File: src/rtl/nn_param_pkg.sv
// rtl/nn_param_pkg.sv - shared constants, selector encodings and loader states for the parameter chain
package nn_param_pkg;

    localparam int DATA_W            = 8;
    localparam int NUM_NEURONS       = 4;
    localparam int PARAMS_PER_NEURON = 6;
    localparam int FRAME_LEN         = NUM_NEURONS * PARAMS_PER_NEURON;

    localparam logic [1:0] SEL_HOLD  = 2'b00;
    localparam logic [1:0] SEL_SHIFT = 2'b01;

    typedef enum logic [2:0] {
        ST_IDLE,
        ST_LOAD,
        ST_FLUSH,
        ST_CHECK,
        ST_DONE
    } loader_state_t;

endpackage

File: src/rtl/param_chain_loader.sv
// rtl/param_chain_loader.sv - byte stream to neuron parameter shift chain loader
// Optional trailing checksum byte enabled by PARAM_LOADER_CHECKSUM_EN.
module param_chain_loader #(
    parameter int  DATA_W            = nn_param_pkg::DATA_W,
    parameter int  NUM_NEURONS       = nn_param_pkg::NUM_NEURONS,
    parameter int  PARAMS_PER_NEURON = nn_param_pkg::PARAMS_PER_NEURON,
    localparam int FRAME_LEN         = NUM_NEURONS * PARAMS_PER_NEURON,
    localparam int CNT_W             = $clog2(FRAME_LEN + 1)
) (
    input  logic              clk,
    input  logic              reset,
    input  logic              start,
    input  logic              s_valid,
    input  logic [DATA_W-1:0] s_data,
    output logic              s_ready,
    output logic [DATA_W-1:0] chain_data,
    output logic [1:0]        chain_sel,
    output logic [CNT_W-1:0]  byte_cnt,
    output logic              busy,
    output logic              done,
    output logic              err
);

    import nn_param_pkg::loader_state_t;
    import nn_param_pkg::ST_IDLE;
    import nn_param_pkg::ST_LOAD;
    import nn_param_pkg::ST_FLUSH;
    import nn_param_pkg::ST_CHECK;
    import nn_param_pkg::ST_DONE;
    import nn_param_pkg::SEL_HOLD;
    import nn_param_pkg::SEL_SHIFT;

    loader_state_t state, state_nxt;
    logic          load_accept;
    logic          start_frame;
    logic          last_byte;

    assign load_accept = (state == ST_LOAD) && s_valid;
    assign start_frame = (state == ST_IDLE) && start;
    assign last_byte   = (byte_cnt == CNT_W'(FRAME_LEN - 1));

    always_comb begin
        state_nxt = state;
        s_ready   = 1'b0;
        busy      = 1'b0;
        done      = 1'b0;
        case (state)
            ST_IDLE: begin
                if (start) state_nxt = ST_LOAD;
            end
            ST_LOAD: begin
                s_ready = 1'b1;
                busy    = 1'b1;
                if (s_valid && last_byte) state_nxt = ST_FLUSH;
            end
            ST_FLUSH: begin
                busy = 1'b1;
`ifdef PARAM_LOADER_CHECKSUM_EN
                state_nxt = ST_CHECK;
`else
                state_nxt = ST_DONE;
`endif
            end
            ST_CHECK: begin
`ifdef PARAM_LOADER_CHECKSUM_EN
                s_ready = 1'b1;
                busy    = 1'b1;
                if (s_valid) state_nxt = ST_DONE;
`else
                state_nxt = ST_IDLE;
`endif
            end
            ST_DONE: begin
                done      = 1'b1;
                state_nxt = ST_IDLE;
            end
            default: state_nxt = ST_IDLE;
        endcase
    end

    // Chain outputs are registered: a byte accepted at edge N is shifted into the chain at edge N+1.
    always_ff @(posedge clk) begin
        if (reset) begin
            state      <= ST_IDLE;
            chain_data <= '0;
            chain_sel  <= SEL_HOLD;
            byte_cnt   <= '0;
        end else begin
            state     <= state_nxt;
            chain_sel <= load_accept ? SEL_SHIFT : SEL_HOLD;
            if (load_accept) begin
                chain_data <= s_data;
                byte_cnt   <= byte_cnt + 1'b1;
            end else if (start_frame) begin
                byte_cnt <= '0;
            end
        end
    end

`ifdef PARAM_LOADER_CHECKSUM_EN
    logic [DATA_W-1:0] sum;
    logic              err_q;

    // The checksum byte is compared against the wrapped sum of the frame bytes, never forwarded.
    always_ff @(posedge clk) begin
        if (reset) begin
            sum   <= '0;
            err_q <= 1'b0;
        end else if (start_frame) begin
            sum   <= '0;
            err_q <= 1'b0;
        end else if (load_accept) begin
            sum <= sum + s_data;
        end else if ((state == ST_CHECK) && s_valid) begin
            err_q <= (s_data != sum);
        end
    end

    assign err = err_q;
`else
    assign err = 1'b0;
`endif

endmodule

File: config.mk
export PLATFORM = sky130hd
export DESIGN_NAME = param_chain_loader
export DESIGN_NICKNAME = d
export VERILOG_FILES = /design/src/rtl/nn_param_pkg.sv /design/src/rtl/param_chain_loader.sv
export SDC_FILE = /design/constraint.sdc
export NUM_CORES = 1
export LEC_CHECK = 0
export CORE_MARGIN = 5
export CORE_UTILIZATION = 45
export DETAILED_ROUTE_END_ITERATION = 16
export DONT_BUFFER_PORTS = 1
export GPL_TIMING_DRIVEN = 0
export SLEW_MARGIN = 25
export SYNTH_ARGS = -nofsm -noshare
export SYNTH_HDL_FRONTEND = slang
export SYNTH_SLANG_ARGS = --single-unit
export TNS_END_PERCENT = 100
File: constraint.sdc
create_clock -name clk -period 1.7 [get_ports clk]
set_input_delay 0.34 -clock clk [delete_from_list [all_inputs] [get_ports clk]]
set_output_delay 0.34 -clock clk [all_outputs]
set_load 0.02 [all_outputs]
==> results.cfg <==
[critical_path]
path_class = register to primary output
slowest_delay_ns = 0.37
regToRegStartpoint = byte_cnt[0]$_SDFFE_PP0P_
required_ns = 1.36
crit_buf_inv = 0
r2r_cells = 4
cp-start-kind = register
cp_cell_sequence = or2_2 -> nor2_2
worstPathArrival_ns = 1.25
path_max_fanout = 6
r2r_setup_slack_ns = 0.30
endpoint_kind = primary output
cp_slowest_cell = dfxtp_1
path_delay_family = simple AND/OR/NAND/NOR gates
r2r_end = state[0]$_SDFFE_PP0P_

[sta]
finalHoldViolCount = 0
fmax_mhz = 629
clock_skew_ns = 0.00175
finalCritPeriodShare = 0.936
rsz0062_at_grt = no
setup_viol = 0
worst_slack_ns = 0.109
drv_slew = 0
finalSetupTns_ns = 0
layout_min_cycle_time_ns = 1.59

[cells_and_area]
final_util = 0.521
layout_common_cells = nand2_1, dfxtp_1, a21oi_1
num_antenna_cells = 0
layout-area-overhead-vs-synth_pct = 7.99
final_common_cell = nand2_1
nFillCells = 157
finalNetCount = 104
drive_gt1_frac = 0.144

[yosys]
ys_seq_area_frac = 0.463
syn_area_per_cell_um2 = 8.66
synth_area_um2 = 736
ys_types = 27
syn_inst = 85
yosysWarningCount = 0
ys_seq_elements = 17

[placement]
portBuffers = 0
dpl_worst_slack_ns = 0.315
dp_hpwl_um = 1110
routabilityCongestion = 0.775

[route]
avgViaCountPerCell = 5.54
ant_nets = 0
num_vias = 587
drt_iter0_markers = 27
wl_um = 1520
drt-wirelength-per-cell_um = 14.4
dr.pass1.iters = 4
drc = 0

[global_route]
grtUsageTotal = 0.127
grt_pass1_wl_um = 2540
antenna_found_initial = 0
overflow = 0
grt_start_max_net_pins = 11
grt_pass1_vias = 540

[clock_network]
numCtsBuffers = 3
clockRootBuffer = clkbuf_4
clkTransAtPathRegs_ns = 0.10
cts_post_setup_buffers_inserted = 0
cts.sinks = 17
htreeDepth = 1
clock_latency_ns = 0.29
cts_max_path_buffers = 2
tritoncts = built
ctsHoldBuffers = 0

[floorplanning]
die-area_um2 = 2540
die_h_um = 50.4
initial_core_util = 0.483
row_count = 14
die_w_um = 50.4
core_area_um2 = 1520
io_pins = 31

[min_path]
hp-class = input pin to register
hold_end = chain_data[3]$_SDFFE_PP0P_
hp-start = s_data[3]
min_path_cells = 2

[status]
status = complete, no violations

[pwr]
power.density_nw_per_um2 = 896
p_leak_nw = 0.285
ir_drop_mv = 0.426

[flow_run]
drv_cap = 0
[metal layers]
layer | GRT usage | routed length, um | vias up
met4 | 0.0638 | 10 | 0
met1 | 0.177 | 682 | 263
li1 | - | - | 299
met2 | 0.169 | 677 | 23
met5 | 0 | 0 | -
met3 | 0.0444 | 152 | 2
[stage by stage]
stage	hold WS [ns]	power, mW	instances	instance area (um^2)
after detailed placement	0.483	0.508	102	759
final	0.175	0.712	106	795
after CTS	0.162	0.726	106	790
after global placement	0.479	0.507	102	759
after global routing	0.155	0.752	106	795
after floorplan	0.458	0.496	86	739
[Yosys cell counts]
library cell | instances | area share
nor4b_1 | 1 | 0.012
a311oi_1 | 3 | 0.036
nor2_1 | 5 | 0.026
clkbuf_1 | 3 | 0.015
conb_1 | 1 | 0.0051
xnor2_1 | 1 | 0.012
inv_1 | 1 | 0.0051
nor3_1 | 1 | 0.0068
and4bb_4 | 1 | 0.022
or2_2 | 1 | 0.0085
nand2_1 | 20 | 0.10
dfxtp_1 | 17 | 0.46
nand2_2 | 1 | 0.0085
a2111oi_0 | 1 | 0.012
a21oi_1 | 11 | 0.075
nand3_1 | 2 | 0.014
buf_8 | 1 | 0.020
nand2b_1 | 2 | 0.017
a41oi_1 | 2 | 0.024
ha_1 | 1 | 0.017
buf_4 | 2 | 0.020
nor3b_1 | 1 | 0.010
o21ai_0 | 2 | 0.014
and3b_1 | 1 | 0.012
mux2i_1 | 1 | 0.014
buf_6 | 1 | 0.015
nand4bb_1 | 1 | 0.015
[power by group]
group | switching [mW] | leakage [nW] | internal [mW]
Combinational | 0.0421 | 0.129 | 0.0261
Clock | 0.126 | 0.0177 | 0.0874
Sequential | 0.0206 | 0.138 | 0.410
[flip-flops by register name, summed over array words and instances (netlist names)]
signal / count
state: 3
byte_cnt: 5
chain_sel: 1
chain_data: 8
[what timing repair did]
item | 4_1_cts | 5_1_grt
pin swaps | 0 | 0
resized for setup | 1 | 1
setup endpoints to repair | 1 | 1
gates cloned | 0 | 0
[kinds of logic after synthesis]
logic type,Yosys count,synth area share
and+or+nand+nor,37,0.253
DFF,17,0.463
other,1,0.00510
buffers and inverters,8,0.0765
adders and majority gates,1,0.0170
xor gates and xnor gates,1,0.0119
AOI/OAI and AO/OA,19,0.160
muxes,1,0.0136
[final cells by class]
type	instances	area (um^2)	area share
clock buffer	3	22.5	0.0283
inverter	1	3.75	0.00472
sequential	17	340	0.428
clock inverter	1	5.00	0.00630
buffer	7	52.6	0.0661
multi-input combinational	61	350	0.441
tap	16	20.0	0.0252
[how the worst max path moves through the flow]
stage	startpoint	end	cells after the start
3_3_place_gp	byte_cnt[0]$_SDFFE_PP0P_	state[0]$_SDFFE_PP0P_	4
6_report	state[1]$_SDFFE_PP0P_	s_ready	2
4_1_cts	state[0]$_SDFFE_PP0P_	done	2
2_1_floorplan	state[0]$_SDFFE_PP0P_	done	2
3_5_place_dp	state[2]$_SDFFE_PP0P_	s_ready	2
5_1_grt	state[1]$_SDFFE_PP0P_	s_ready	2
(Power assumes the default switching activity.)
